`src/rtl/bus_target_decoder_if.sv`:
```
// Initiator-side request/ready bus plus the four-port device fan-out of the target decoder.
// slave = decoder view; master = initiator/device-model view.
interface bus_target_decoder_if;
  logic         i_bus_rw;
  logic         i_bus_request;
  logic         o_bus_ready;
  logic [31:0]  i_bus_address;
  logic [31:0]  o_bus_rdata;
  logic [31:0]  i_bus_wdata;
  logic         o_error;
  logic [3:0]   o_dev_request;
  logic [3:0]   i_dev_ready;
  logic         o_dev_rw;
  logic [31:0]  o_dev_address;
  logic [31:0]  o_dev_wdata;
  logic [127:0] i_dev_rdata;

  modport slave (
    input  i_bus_rw, i_bus_request, i_bus_address, i_bus_wdata, i_dev_ready, i_dev_rdata,
    output o_bus_ready, o_bus_rdata, o_error, o_dev_request, o_dev_rw, o_dev_address, o_dev_wdata
  );

  modport master (
    output i_bus_rw, i_bus_request, i_bus_address, i_bus_wdata, i_dev_ready, i_dev_rdata,
    input  o_bus_ready, o_bus_rdata, o_error, o_dev_request, o_dev_rw, o_dev_address, o_dev_wdata
  );
endinterface

```
`src/rtl/bus_target_decoder.sv`:
```
// Bus target decoder: one transaction at a time, address[31:28] selects one of four device ports; ready 2 cycles
// after request on a hit (1 on a miss); waits on device ready. BUS_TARGET_TIMEOUT_EN adds a forced-error timeout.
module bus_target_decoder #(
  parameter logic [3:0]  P0_REGION     = 4'h0,
  parameter logic [3:0]  P1_REGION     = 4'h1,
  parameter logic [3:0]  P2_REGION     = 4'h2,
  parameter logic [3:0]  P3_REGION     = 4'h5,
  parameter logic [31:0] UNMAPPED_DATA = 32'hDEAD_BEEF,
  parameter int unsigned TIMEOUT       = 255
) (
  input  logic                  i_clock,
  input  logic                  i_reset_n,
  bus_target_decoder_if.slave   bus
);

  typedef enum logic [1:0] {IDLE, ACCESS, RESPOND, RELEASE} state_t;

  state_t      state_q, state_d;
  logic [1:0]  port_q, port_d;
  logic [3:0]  dev_req_q, dev_req_d;
  logic        dev_rw_q, dev_rw_d;
  logic [31:0] dev_addr_q, dev_addr_d;
  logic [31:0] dev_wdata_q, dev_wdata_d;
  logic [31:0] rdata_q, rdata_d;
  logic        ready_q, ready_d;
  logic        error_q, error_d;
  logic        hit;
  logic [1:0]  hit_port;

`ifdef BUS_TARGET_TIMEOUT_EN
  localparam logic [15:0] CNT_LAST = 16'(TIMEOUT - 1);
  logic [15:0] cnt_q, cnt_d;
`endif

  // Lowest-indexed matching region wins when regions overlap.
  always_comb begin
    hit      = 1'b1;
    hit_port = 2'd0;
    if (bus.i_bus_address[31:28] == P0_REGION)      hit_port = 2'd0;
    else if (bus.i_bus_address[31:28] == P1_REGION) hit_port = 2'd1;
    else if (bus.i_bus_address[31:28] == P2_REGION) hit_port = 2'd2;
    else if (bus.i_bus_address[31:28] == P3_REGION) hit_port = 2'd3;
    else                                            hit      = 1'b0;
  end

  always_comb begin
    state_d     = state_q;
    port_d      = port_q;
    dev_req_d   = dev_req_q;
    dev_rw_d    = dev_rw_q;
    dev_addr_d  = dev_addr_q;
    dev_wdata_d = dev_wdata_q;
    rdata_d     = rdata_q;
    ready_d     = 1'b0;
    error_d     = 1'b0;
`ifdef BUS_TARGET_TIMEOUT_EN
    cnt_d       = cnt_q;
`endif
    unique case (state_q)
      IDLE: begin
        if (bus.i_bus_request) begin
          dev_rw_d    = bus.i_bus_rw;
          dev_addr_d  = bus.i_bus_address;
          dev_wdata_d = bus.i_bus_wdata;
          if (hit) begin
            port_d    = hit_port;
            dev_req_d = 4'b0001 << hit_port;
            state_d   = ACCESS;
`ifdef BUS_TARGET_TIMEOUT_EN
            cnt_d     = 16'd0;
`endif
          end else begin
            rdata_d = UNMAPPED_DATA;
            error_d = 1'b1;
            state_d = RESPOND;
          end
        end
      end
      ACCESS: begin
        // Read data is captured on writes as well; the device decides what it drives.
        if (bus.i_dev_ready[port_q]) begin
          rdata_d   = bus.i_dev_rdata[{port_q, 5'd0} +: 32];
          dev_req_d = 4'b0000;
          state_d   = RESPOND;
        end
`ifdef BUS_TARGET_TIMEOUT_EN
        else if (cnt_q == CNT_LAST) begin
          rdata_d   = UNMAPPED_DATA;
          dev_req_d = 4'b0000;
          error_d   = 1'b1;
          state_d   = RESPOND;
        end else begin
          cnt_d = cnt_q + 16'd1;
        end
`endif
      end
      RESPOND: state_d = RELEASE;
      RELEASE: if (!bus.i_bus_request) state_d = IDLE;
      default: state_d = IDLE;
    endcase
    // The ready strobe is registered, so it rises on the edge that enters RESPOND.
    ready_d = (state_d == RESPOND) && (state_q != RESPOND);
  end

  always_ff @(posedge i_clock or negedge i_reset_n) begin
    if (!i_reset_n) begin
      state_q     <= IDLE;
      port_q      <= 2'd0;
      dev_req_q   <= 4'b0000;
      dev_rw_q    <= 1'b0;
      dev_addr_q  <= 32'd0;
      dev_wdata_q <= 32'd0;
      rdata_q     <= 32'd0;
      ready_q     <= 1'b0;
      error_q     <= 1'b0;
`ifdef BUS_TARGET_TIMEOUT_EN
      cnt_q       <= 16'd0;
`endif
    end else begin
      state_q     <= state_d;
      port_q      <= port_d;
      dev_req_q   <= dev_req_d;
      dev_rw_q    <= dev_rw_d;
      dev_addr_q  <= dev_addr_d;
      dev_wdata_q <= dev_wdata_d;
      rdata_q     <= rdata_d;
      ready_q     <= ready_d;
      error_q     <= error_d;
`ifdef BUS_TARGET_TIMEOUT_EN
      cnt_q       <= cnt_d;
`endif
    end
  end

  assign bus.o_bus_ready   = ready_q;
  assign bus.o_bus_rdata   = rdata_q;
  assign bus.o_error       = error_q;
  assign bus.o_dev_request = dev_req_q;
  assign bus.o_dev_rw      = dev_rw_q;
  assign bus.o_dev_address = dev_addr_q;
  assign bus.o_dev_wdata   = dev_wdata_q;

endmodule

```
`src/flat_wrapper.sv`:
```
// flat-port wrapper written by rule: the top's interface ports become plain ports
module bus_target_decoder_flat 
#(
  parameter logic [3:0]  P0_REGION     = 4'h0,
  parameter logic [3:0]  P1_REGION     = 4'h1,
  parameter logic [3:0]  P2_REGION     = 4'h2,
  parameter logic [3:0]  P3_REGION     = 4'h5,
  parameter logic [31:0] UNMAPPED_DATA = 32'hDEAD_BEEF,
  parameter int unsigned TIMEOUT       = 255
)
  (i_clock, i_reset_n, bus_i_bus_rw, bus_i_bus_request, bus_i_bus_address, bus_i_bus_wdata, bus_i_dev_ready, bus_i_dev_rdata, bus_o_bus_ready, bus_o_bus_rdata, bus_o_error, bus_o_dev_request, bus_o_dev_rw, bus_o_dev_address, bus_o_dev_wdata);
  bus_target_decoder_if bus_i ();
  input  logic i_clock;
  input  logic i_reset_n;
  input wire logic [$bits(bus_i.i_bus_rw)-1:0] bus_i_bus_rw;
  input wire logic [$bits(bus_i.i_bus_request)-1:0] bus_i_bus_request;
  input wire logic [$bits(bus_i.i_bus_address)-1:0] bus_i_bus_address;
  input wire logic [$bits(bus_i.i_bus_wdata)-1:0] bus_i_bus_wdata;
  input wire logic [$bits(bus_i.i_dev_ready)-1:0] bus_i_dev_ready;
  input wire logic [$bits(bus_i.i_dev_rdata)-1:0] bus_i_dev_rdata;
  output wire logic [$bits(bus_i.o_bus_ready)-1:0] bus_o_bus_ready;
  output wire logic [$bits(bus_i.o_bus_rdata)-1:0] bus_o_bus_rdata;
  output wire logic [$bits(bus_i.o_error)-1:0] bus_o_error;
  output wire logic [$bits(bus_i.o_dev_request)-1:0] bus_o_dev_request;
  output wire logic [$bits(bus_i.o_dev_rw)-1:0] bus_o_dev_rw;
  output wire logic [$bits(bus_i.o_dev_address)-1:0] bus_o_dev_address;
  output wire logic [$bits(bus_i.o_dev_wdata)-1:0] bus_o_dev_wdata;
  assign bus_i.i_bus_rw = bus_i_bus_rw;
  assign bus_i.i_bus_request = bus_i_bus_request;
  assign bus_i.i_bus_address = bus_i_bus_address;
  assign bus_i.i_bus_wdata = bus_i_bus_wdata;
  assign bus_i.i_dev_ready = bus_i_dev_ready;
  assign bus_i.i_dev_rdata = bus_i_dev_rdata;
  assign bus_o_bus_ready = bus_i.o_bus_ready;
  assign bus_o_bus_rdata = bus_i.o_bus_rdata;
  assign bus_o_error = bus_i.o_error;
  assign bus_o_dev_request = bus_i.o_dev_request;
  assign bus_o_dev_rw = bus_i.o_dev_rw;
  assign bus_o_dev_address = bus_i.o_dev_address;
  assign bus_o_dev_wdata = bus_i.o_dev_wdata;
  bus_target_decoder #(.P0_REGION(P0_REGION), .P1_REGION(P1_REGION), .P2_REGION(P2_REGION), .P3_REGION(P3_REGION), .UNMAPPED_DATA(UNMAPPED_DATA), .TIMEOUT(TIMEOUT)) u_core (.i_clock(i_clock), .i_reset_n(i_reset_n), .bus(bus_i));
endmodule
```
`config.mk`:
```
export PLATFORM = sky130hd
export DESIGN_NAME = bus_target_decoder_flat
export DESIGN_NICKNAME = d
export VERILOG_FILES = /design/src/rtl/bus_target_decoder_if.sv /design/src/rtl/bus_target_decoder.sv /design/src/flat_wrapper.sv
export SDC_FILE = /design/constraint.sdc
export NUM_CORES = 1
export LEC_CHECK = 0
export ABC_AREA = 1
export BUFFER_PORTS_ARGS = -buffer_cell sky130_fd_sc_hd__buf_2
export CORE_MARGIN = 5
export CORE_UTILIZATION = 28
export CTS_BUF_LIST = sky130_fd_sc_hd__clkbuf_4
export CTS_CLUSTER_DIAMETER = 120
export DETAILED_ROUTE_END_ITERATION = 10
export PLACE_DENSITY = 0.61
export SETUP_SLACK_MARGIN = 0.2
export SLEW_MARGIN = 25
export SYNTH_ARGS = -nofsm -noshare
export SYNTH_HDL_FRONTEND = slang
export SYNTH_SLANG_ARGS = --single-unit
```
`constraint.sdc`:
```
create_clock -name i_clock -period 1.85 [get_ports i_clock]
set_input_delay 0.2775 -clock i_clock [delete_from_list [all_inputs] [get_ports i_clock]]
set_output_delay 0.2775 -clock i_clock [all_outputs]
set_load 0.01 [all_outputs]
```
==> out/qor.yml, run 1 <==
yosys:
  yosysSeqAreaShare_pct: 49.06
  synth.avg_cell_area_um2: 7.191
  synthXorXnorAreaFrac_pct: 0
  synth_fp_nets: 959
  synth_ff_type: "dfrtp_1"
  synthSimpleGateAreaFrac_pct: 44.25
  netlist_area_um2: 5458
  synthMuxAreaShare_pct: 0
  synth_top_family_by_area: "simple AND/OR/NAND/NOR gates"
  synth_edf_count: 0
  async_reset_ff_share_pct: 100.0
  synth_fa_ha_area_share_pct: 0
  synthDistinctLibCells: 22
  synth_warnings: 0
  synth_compound_area_share_pct: 1.330
  synth_seq_cells: 107
  synth_cells: 759
timing:
  setup_violations: 0
  worst-slew-pin-transition_ns: 0.3299
  setup_tns_ns: 0
  clock.fmax_mhz: 639.9
  finClkSkew_ns: 0.02363
  period_minus_slack_ns: 1.563
  report.final.slew_viol_count: 0
  rsz0062_at_grt: "no"
  timing_hold_violations_final: 0
  fin_crit_sh_pct: 84.47
  slew_headroom_pct: 78.01
  hold_slack_ns: 0.06882
layout:
  layout.nets: 1310
  area_growth_pct: 49.59
  drive_gt1_share_pct: 32.74
  finalNonFillerCells: 1383
  fin_area_um2: 8164
drt:
  wl_per_cell_um: 14.46
  drc: 0
  drt_wl_total_um: 20000
  vias: 6045
  vias_per_cell: 4.371
  drtAntennaViolNets: 0
  dr.pass1.iters: 5
  first_iter_violations: 317
die:
  start_util_pct: 28.23
  die_x_um: 149.6
  core_um2: 19330
  die_h_um: 149.6
  die-area_um2: 22380
  rows: 51
  io_pins: 303
global_route:
  first_global_vias: 5912
  grt_max_degree: 67
  antenna_found_initial: 2
  gr-total-overflow: 0
  grt_pass1_wl_um: 30240
  grt.total_usage_pct: 17.00
critical_path:
  cp_num_buf_inv: 3
  slowest_stage: "dlygate4sd3_1"
  worstPathRequired_ns: 2.22
  crit_start: "bus_i_bus_address[31]"
  cp_max_fo: 32
  worstSetupStartpointType: "input pin"
  path_class: "in -> reg"
  critPathCaptureType: "flip-flop"
  cp.arrival_ns: 1.93
  r2r_start: "u_core.port_q[0]"
  path_delay_family: "buffers and inverters"
  cpPeakStageDelay_ns: 0.55
  worstPathCellList: "dlygate4sd3_1 -> buf_2 -> nor2_1 -> nand3_2 -> nand3_2 -> nand2_2 -> buf_6 -> nand3_1 -> nand2_1"
  critPathMostFrequentCell: "nand3_2"
clock_network:
  cts_tree: "built"
  cts.path.max_buffers: 2
  clkTransAtPathRegs_ns: 0.17
  cts_root_buf: "clkbuf_4"
  cts_buffers: 9
  clock_sinks: 107
  htree_levels: 3
  insertion_delay_ns: 0.49
worst_hold_path:
  hold_path_class: "in -> reg"
  hold_start: "bus_i_bus_address[30]"
pwr:
  p_per_area_nw_per_um2: 1456
  p_total_mw: 11.89
  peakVddDrop_mv: 0.5102
  p_leak_nw: 4.664
place:
  placed_area_um2: 7271
  hpwl_um: 14080
  numPortBuffers: 302
  place_congestion: 0.8353
  dp_cells: 1294
run:
  cap_violations: 0
outcome:
  status: "finished clean"
Yosys cell counts (3+ instances only):
| cell | n | area [um2] |
|---|---|---|
| o21ai_0 | 4 | 20.02 |
| nand2_1 | 462 | 1734 |
| inv_1 | 3 | 11.26 |
| dfrtp_1 | 107 | 2678 |
| nand2_2 | 3 | 18.77 |
| clkbuf_1 | 8 | 30.03 |
| buf_1 | 3 | 11.26 |
| nand3_2 | 12 | 120.1 |
| nand3_1 | 87 | 435.4 |
| nor2_1 | 14 | 52.55 |
| buf_6 | 4 | 45.04 |
| buf_2 | 27 | 135.1 |
| inv_2 | 4 | 15.01 |
| buf_4 | 6 | 45.04 |
| a21oi_1 | 8 | 40.04 |
final timing paths:
kind	to	slack, ns	cells past startpoint
max	u_core.bus.o_bus_rdata[22]	0.29	9
min	u_core.bus.o_dev_address[30]	0.07	3
max reg2reg	u_core.bus.o_bus_rdata[16]	0.30	9
min reg2reg	u_core.bus.o_bus_rdata[11]	0.49	2
max in group asynchronous	u_core.port_q[0]	1.22	3
min in group asynchronous	u_core.bus.o_dev_wdata[5]	0.32	3
sequential cells by signal, summed over array words and instances, names as in the netlist:
name	flops
u_core.bus.o_bus_rdata	32
u_core.bus.o_dev_address	32
u_core.bus.o_dev_wdata	32
u_core.bus.o_dev_request	4
u_core.port_q	2
u_core.state_q	2
u_core.bus.o_bus_ready	1
u_core.bus.o_dev_rw	1
u_core.bus.o_error	1
layout make-up:
| cell class | count | area, um2 |
|---|---|---|
| clock inverters | 7 | 65.06 |
| diodes | 3 | 7.507 |
| repair buffers | 388 | 2485 |
| multi-input cells | 597 | 2502 |
| inverters | 7 | 26.28 |
| well taps | 265 | 331.6 |
| clock buffers | 9 | 67.56 |
| flip-flops and latches | 107 | 2679 |
| fillers | 2007 | 11170 |
metrics by stage:
step	utilization, %	worst slack, ns
floorplan	-	0.5497
global placement	37.60	0.1360
detailed placement	37.60	0.06625
CTS	41.59	0.2217
global route	42.21	0.1935
finish	42.22	0.2874
cells in the final DEF (no fill, tap or decap):
cell | netlist | layout
nor2_1 | 14 | 14
clkinv_4 | 0 | 1
inv_8 | 0 | 3
nor2_4 | 1 | 1
buf_2 | 27 | 301
nand3_2 | 12 | 13
dfrtp_2 | 0 | 1
buf_4 | 6 | 10
nand2_4 | 1 | 3
nor3_1 | 1 | 1
o21ai_1 | 1 | 1
nand3_1 | 87 | 86
inv_2 | 4 | 4
o21ai_0 | 4 | 4
nand4_1 | 1 | 1
inv_6 | 0 | 2
buf_6 | 4 | 2
inv_1 | 3 | 3
nor2_8 | 1 | 1
clkinv_2 | 0 | 1
clkbuf_4 | 0 | 9
nand2_1 | 462 | 462
clkbuf_16 | 0 | 2
dfrtp_1 | 107 | 106
dlygate4sd3_1 | 0 | 63
a21oi_1 | 8 | 8
nand2_2 | 3 | 1
o211ai_1 | 1 | 1
buf_12 | 0 | 10
diode_2 | 0 | 3
tightest hold or removal path, stage by stage:
cell and delay (ns):
buf_2 0.14, nand2_1 0.07, nand2_1 0.04
power breakdown:
| part | switching, mW | leakage [nW] | internal, mW |
|---|---|---|---|
| registers | 0.621 | 1.33 | 3.44 |
| logic | 4.00 | 3.26 | 2.63 |
| clock network | 0.876 | 0.0767 | 0.316 |
what timing repair did:
action	in CTS	in global routing
setup buffers	0	5
hold endpoints to repair	169	0
pin swaps	0	1
setup endpoints to repair	11	37
gates resized for setup	2	6
cloned	0	2
hold buffers	63	0
logic make-up after synthesis:
| group | after synthesis |
|---|---|
| and+or+nand+nor | 583 |
| DFF | 107 |
| buffers and inverters | 55 |
| AOI/OAI and AO/OA | 14 |
metal layers:
metal	GRT usage (%)	routed length, um	vias to the layer above
met5	0	0	-
met4	7.689	609	0
met2	28.62	9973	214
met3	3.271	1329	34
met1	21.16	8087	2727
li1	-	-	3070
No activity file was read; power rests on OpenSTA's default activity.
==> run 2: changes to the inputs <==
==> constraint.sdc (replaced) <==
create_clock -name i_clock -period 1.5 [get_ports i_clock]
set_input_delay 0.225 -clock i_clock [delete_from_list [all_inputs] [get_ports i_clock]]
set_output_delay 0.225 -clock i_clock [all_outputs]
set_load 0.01 [all_outputs]
==> run 2 against run 1 <==
Effect of this change: register-to-register slack lost 0.28 ns; largest cell class is now non-clock buffers; first-iteration DRC count down 6.0%; critical path type is now reg -> reg; cell count increased by 6.6%; worst hold slack got worse by 0.023 ns; core utilization rose by 11 points; design area is 27% higher; global-route usage increased by 1.8 points.
==> out/qor.yml, run 2 (synthesis gave the netlist of run 1 again) <==
critical_path:
  cp_max_fo: 7  # -78%
  cpPeakStageDelay_ns: 0.50  # -0.05 ns
  slowest_stage: "dfrtp_2"
  critPathCaptureType: "flip-flop"
  path_class: "reg -> reg"
  cp.arrival_ns: 1.88  # -0.05 ns
  worstPathCellList: "inv_4 -> nand2_4 -> nand3_4 -> nand3_4 -> nand2_8 -> nand2_8 -> clkbuf_16 -> nand2_2 -> nand2_1"
  path_delay_family: "simple AND/OR/NAND/NOR gates"
  cp_num_buf_inv: 2  # -1
  worstSetupStartpointType: "flip-flop"
  worstPathRequired_ns: 1.90  # -0.32 ns
drt:
  drc: 0  # unchanged
  first_iter_violations: 298  # -6.0%
  drtAntennaViolNets: 0  # unchanged
  wl_per_cell_um: 17.14  # +19%
  dr.pass1.iters: 5  # unchanged
  vias_per_cell: 4.604  # +5.3%
  vias: 6787  # +12%
  drt_wl_total_um: 25260  # +26%
pwr:
  internal_power_mw: 11.40  # +79%
  swShare_pct: 43.68  # -2.6 points
  peakVddDrop_mv: 0.8923  # +75%
  power_frac_seq_pct: 26.7  # -7.5 points
  p_clk_share_pct: 7.8  # -2.2 points
  power.switching_mw: 8.845  # +61%
  p_per_area_nw_per_um2: 1952  # +34%
  p_comb_share_pct: 65.5  # +9.7 points
  p_leak_nw: 5.531  # +19%
global_route:
  first_global_vias: 6448  # +9.1%
  grt_max_degree: 53  # -21%
  met2_usage_pct: 31.99  # +3.4 points
  grt_use_met1_pct: 22.07  # +0.91 points
  antenna_found_initial: 2  # unchanged
  busiest_layer: "met2"
  gr-total-overflow: 0  # unchanged
  grt_pass1_wl_um: 33230  # +9.9%
  use_met3_pct: 5.542  # +2.3 points
  grt.total_usage_pct: 18.77  # +1.8 points
timing:
  report.final.slew_viol_count: 0  # unchanged
  finClkSkew_ns: 0.01695  # -0.006681 ns
  timing_hold_violations_final: 0  # unchanged
  rsz0062_at_grt: "yes"
  worst-slew-pin-transition_ns: 0.3189  # -0.01097 ns
  setup_violations: 0  # unchanged
  hold_slack_ns: 0.04615  # -0.02267 ns
  setup_tns_ns: 0  # unchanged
  period_minus_slack_ns: 1.483
  clock.fmax_mhz: 674.3
  slew_headroom_pct: 78.51  # +0.51 points
  fin_crit_sh_pct: 98.86
die:
  start_util_pct: 28.23  # unchanged
  die-area_um2: 22380  # unchanged
  io_pins: 303  # unchanged
  die_h_um: 149.6  # unchanged
  core_um2: 19330  # unchanged
  die_x_um: 149.6  # unchanged
  rows: 51  # unchanged
layout:
  regArea_um2: 2681  # about the same
  post-route-util_pct: 53.65  # +11 points
  final_common_cell: "nand2_1"
  layout_common_cells: "nand2_1 (325), buf_2 (241), dfrtp_1 (104)"
  layout.nets: 1402  # +7.0%
  area_growth_pct: 90.07
  drive_gt1_share_pct: 50.79  # +18 points
  multi_input_area_um2: 3178  # +27%
  n_fill_cell: 1737  # -13%
clock_network:
  insertion_delay_ns: 0.49  # about the same
  clkTransAtPathRegs_ns: 0.18  # about the same
  htree_levels: 3  # unchanged
  cts.path.max_buffers: 2  # unchanged
  clock_sinks: 107  # unchanged
  cts_root_buf: "clkbuf_4"
  cts_buffers: 9  # unchanged
  cts_tree: "built"
place:
  numPortBuffers: 302  # unchanged
  place_congestion: 0.8370  # +0.20%
  hpwl_um: 14160  # +0.56%
outcome:
  status: "finished clean"
run:
  cap_violations: 0  # unchanged
worst_hold_path:
  hold_path_class: "in -> reg"
run 2: power by group through the flow:
stage / Clock (mW) / Combinational [mW] / Sequential, mW
final: 1.57 / 13.3 / 5.41
after global routing: 1.71 / 14.3 / 5.56
after CTS: 1.64 / 9.89 / 5.11
after detailed placement: 0 / 7.97 / 5.03
after global placement: 0 / 7.78 / 5.07
after floorplan: 0 / 4.14 / 5.64
run 2: tightest hold or removal path, stage by stage:
cell and delay [ns]:
buf_2 0.11, nand2_1 0.11, o21ai_1 0.08
run 2: area by class of cell:
class | instances | share of cell area, %
Timing Repair Buffer | 480 | 38.50
Multi-Input combinational cell | 597 | 30.64
Sequential cell | 107 | 25.85
Tap cell | 265 | 3.196
Clock inverter | 7 | 0.6996
Clock buffer | 9 | 0.6513
Inverter | 7 | 0.4221
Antenna cell | 2 | 0.04825
run 2: repair_timing:
action | 4_1_cts | 5_1_grt
pin swaps | 1 | 97
endpoints found under the hold margin | 172 | 0
resized for setup | 73 | 251
setup buffers | 31 | 36
setup endpoints to repair | 190 | 196
gates cloned | 6 | 18
hold buffers | 66 | 0
run 2: per-layer routing:
layer | part of all wire [%] | vias up
met5 | 0 | -
met4 | 4.7 | 0
met3 | 6.7 | 82
met2 | 51 | 284
met1 | 38 | 3159
li1 | - | 3262
run 2: final timing paths:
path                                             from                          to  slack, ns  depth (start not counted)
setup / recovery                     u_core.port_q[0]  u_core.bus.o_bus_rdata[30]       0.02                          9
hold / removal                  bus_i_bus_address[28]            u_core.port_q[0]       0.05                          3
setup reg to reg                     u_core.port_q[0]  u_core.bus.o_bus_rdata[30]       0.02                          9
hold reg to reg            u_core.bus.o_dev_wdata[30]  u_core.bus.o_dev_wdata[30]       0.50                          2
max in group asynchronous                   i_reset_n  u_core.bus.o_dev_wdata[28]       0.82                          3
min in group asynchronous                   i_reset_n  u_core.bus.o_bus_rdata[23]       0.09                          2
run 2: metrics by stage:
step                      area [um2]  setup slack (ns)  power (mW)  instances
after detailed placement        7313         -0.003307       13.00       1299
after floorplan                 5463            0.2028       9.783        759
final                          10370           0.01708       20.25       1474
after global routing           10370          -0.05952       21.60       1474
after CTS                       8820           0.08043       16.64       1418
after global placement          7313          -0.04995       12.85       1299
==> run 3: changes to the inputs <==
--- a/config.mk
+++ b/config.mk
@@ -9,9 +9,10 @@
 export BUFFER_PORTS_ARGS = -buffer_cell sky130_fd_sc_hd__buf_2
 export CORE_MARGIN = 5
 export CORE_UTILIZATION = 28
-export CTS_BUF_LIST = sky130_fd_sc_hd__clkbuf_4
+export CTS_BUF_LIST = sky130_fd_sc_hd__clkbuf_16
 export CTS_CLUSTER_DIAMETER = 120
 export DETAILED_ROUTE_END_ITERATION = 10
+export HOLD_SLACK_MARGIN = 0.06
 export PLACE_DENSITY = 0.61
 export SETUP_SLACK_MARGIN = 0.2
 export SLEW_MARGIN = 25
==> run 3 against run 2 <==
Effect of this change: non-clock buffer count shrank 108; first-iteration DRC count increased by 4.4%; maximum frequency rose by 2.8%; via count is 8.9% lower; highest routed layer unchanged.
==> out/qor.yml, run 3 (synthesis gave the netlist of run 1 again) <==
clock_network:
  clkTransAtPathRegs_ns: 0.08  # -0.10 ns
  htree_levels: 3  # unchanged
  insertion_delay_ns: 0.35  # -0.14 ns
  cts.path.max_buffers: 2  # unchanged
  cts_tree: "built"
  cts_buffers: 9  # unchanged
  cts_root_buf: "clkbuf_16"
  clock_sinks: 107  # unchanged
place:
  place_congestion: 0.8370  # unchanged
  numPortBuffers: 302  # unchanged
  hpwl_um: 14160  # unchanged
critical_path:
  cp.arrival_ns: 1.68  # -0.20 ns
  worst_r2r_path_depth: 10  # +1
  r2r_end: "u_core.bus.o_bus_rdata[18]"
  r2r_start: "u_core.port_q[0]"
  cp_max_fo: 8  # +1
  critPathCaptureType: "flip-flop"
  r2r_slack_ns: 0.06  # +0.04 ns
  path_class: "reg -> reg"
  worstSetupStartpointType: "flip-flop"
  worstPathRequired_ns: 1.74  # -0.16 ns
worst_hold_path:
  hold_depth: 3  # unchanged
  hold_path_class: "in -> reg"
  hold_start: "bus_i_bus_address[11]"
  whs_endpoint: "u_core.bus.o_dev_address[11]"
timing:
  fin_crit_sh_pct: 96.16  # -2.7 points
  slew_headroom_pct: 77.68  # -0.83 points
  finClkSkew_ns: 0.005936  # -0.01102 ns
  worst-slew-pin-transition_ns: 0.3347  # +0.01579 ns
  hold_slack_ns: 0.07131  # +0.02516 ns
  timing_hold_violations_final: 0  # unchanged
  report.final.slew_viol_count: 0  # unchanged
  setup_violations: 0  # unchanged
  setup_tns_ns: 0  # unchanged
  rsz0062_at_grt: "yes"
  period_minus_slack_ns: 1.442  # -0.04047 ns
  clock.fmax_mhz: 693.3  # +2.8%
drt:
  drtAntennaViolNets: 0  # unchanged
  vias_per_cell: 4.527  # -1.7%
  drt_wl_total_um: 21520  # -15%
  first_iter_violations: 311  # +4.4%
  vias: 6180  # -8.9%
  drc: 0  # unchanged
  wl_per_cell_um: 15.76  # -8.0%
  dr.pass1.iters: 5  # unchanged
global_route:
  gr-total-overflow: 0  # unchanged
  grt_max_degree: 53  # unchanged
  antenna_found_initial: 1  # -1
  first_global_vias: 6022  # -6.6%
  grt_pass1_wl_um: 31540  # -5.1%
  grt.total_usage_pct: 17.85  # -0.92 points
layout:
  post-route-util_pct: 44.49  # -9.2 points
  area_growth_pct: 57.61
  drive_gt1_share_pct: 40.49  # -10 points
  final_common_cell: "nand2_1"
  layout_common_cells: "nand2_1 (429), buf_2 (301), dfrtp_1 (105)"
  layout.nets: 1294  # -7.7%
die:
  rows: 51  # unchanged
  core_um2: 19330  # unchanged
  die_x_um: 149.6  # unchanged
  die_h_um: 149.6  # unchanged
  io_pins: 303  # unchanged
  start_util_pct: 28.23  # unchanged
  die-area_um2: 22380  # unchanged
outcome:
  status: "finished clean"
pwr:
  peakVddDrop_mv: 0.8576  # -3.9%
  p_leak_nw: 4.829  # -13%
  p_per_area_nw_per_um2: 2001  # +2.5%
run:
  cap_violations: 0  # unchanged
[run 3: cell types whose count changed in the layout (fill, tap and decap cells not counted), sizes merged]
cell | before | now
diode | 2 | 1
clkbuf | 21 | 14
buf | 402 | 340
dlygate4sd3 | 66 | 27
inv | 9 | 10
clkinv | 4 | 3
[run 3: layer usage]
layer | vias up | wire, um | global-route usage [%]
met5 | - | 0 | 0
met4 | 0 | 612 | 5.812
met3 | 43 | 1547 | 5.148
met2 | 232 | 10790 | 30.63
met1 | 2868 | 8572 | 21.59
li1 | 3037 | - | -
[run 3: worst max-delay path by stage]
stage / from / end / slack (ns) / depth (start not counted)
4_1_cts: u_core.port_q[0] / u_core.bus.o_bus_rdata[19] / 0.07 / 10
3_5_place_dp: u_core.port_q[0] / u_core.bus.o_bus_rdata[20] / -0.003 / 8
2_1_floorplan: u_core.port_q[1] / u_core.bus.o_bus_rdata[10] / 0.20 / 8
6_report: u_core.port_q[0] / u_core.bus.o_bus_rdata[18] / 0.06 / 10
3_3_place_gp: u_core.port_q[0] / u_core.bus.o_bus_rdata[20] / -0.05 / 8
5_1_grt: u_core.port_q[0] / u_core.bus.o_bus_rdata[31] / -0.03 / 9
[run 3: cell type report]
type,count,area [um2]
fillers,1938,10730
inverters,7,28.78
flip-flops and latches,107,2680
diodes,1,2.502
clock inverters,7,72.57
well taps,265,331.6
clock buffers,9,225.2
repair buffers,372,2510
multi-input cells,597,2751
[run 3: timing repair]
action / in CTS / in global routing
pin swaps: 8 / 56
buffers inserted: 8 / 3
setup endpoints to repair: 88 / 95
gates cloned: 6 / 5
gates resized for setup: 23 / 65
hold buffers: 25 / 2
endpoints found under the hold margin: 131 / 2
[run 3: per-stage QoR]
| step | cells | worst slack (ns) | instance area (um2) | total power [mW] |
|---|---|---|---|---|
| floorplan | 759 | 0.2028 | 5463 | 9.783 |
| global placement | 1299 | -0.04995 | 7313 | 12.85 |
| detailed placement | 1299 | -0.003307 | 7313 | 13.00 |
| CTS | 1354 | 0.07339 | 8172 | 16.47 |
| global route | 1365 | -0.03136 | 8602 | 18.57 |
| finish | 1365 | 0.05756 | 8602 | 17.21 |
[run 3: critical path: stages, from the launching register on]
cell,delay (ns)
dfrtp_2,0.45
inv_4,0.06
buf_8,0.13
buf_12,0.13
clkbuf_16,0.17
nand2_2,0.07
nand3_2,0.06
nand2_1,0.08
nand2_1,0.06
nand3_2,0.06
nand2_1,0.05
[run 3: report_power, final]
part	internal [mW]	switching (mW)	total [mW]
clock	1.31	1.14	2.45
combinational	4.13	5.58	9.71
sequential	4.27	0.775	5.05
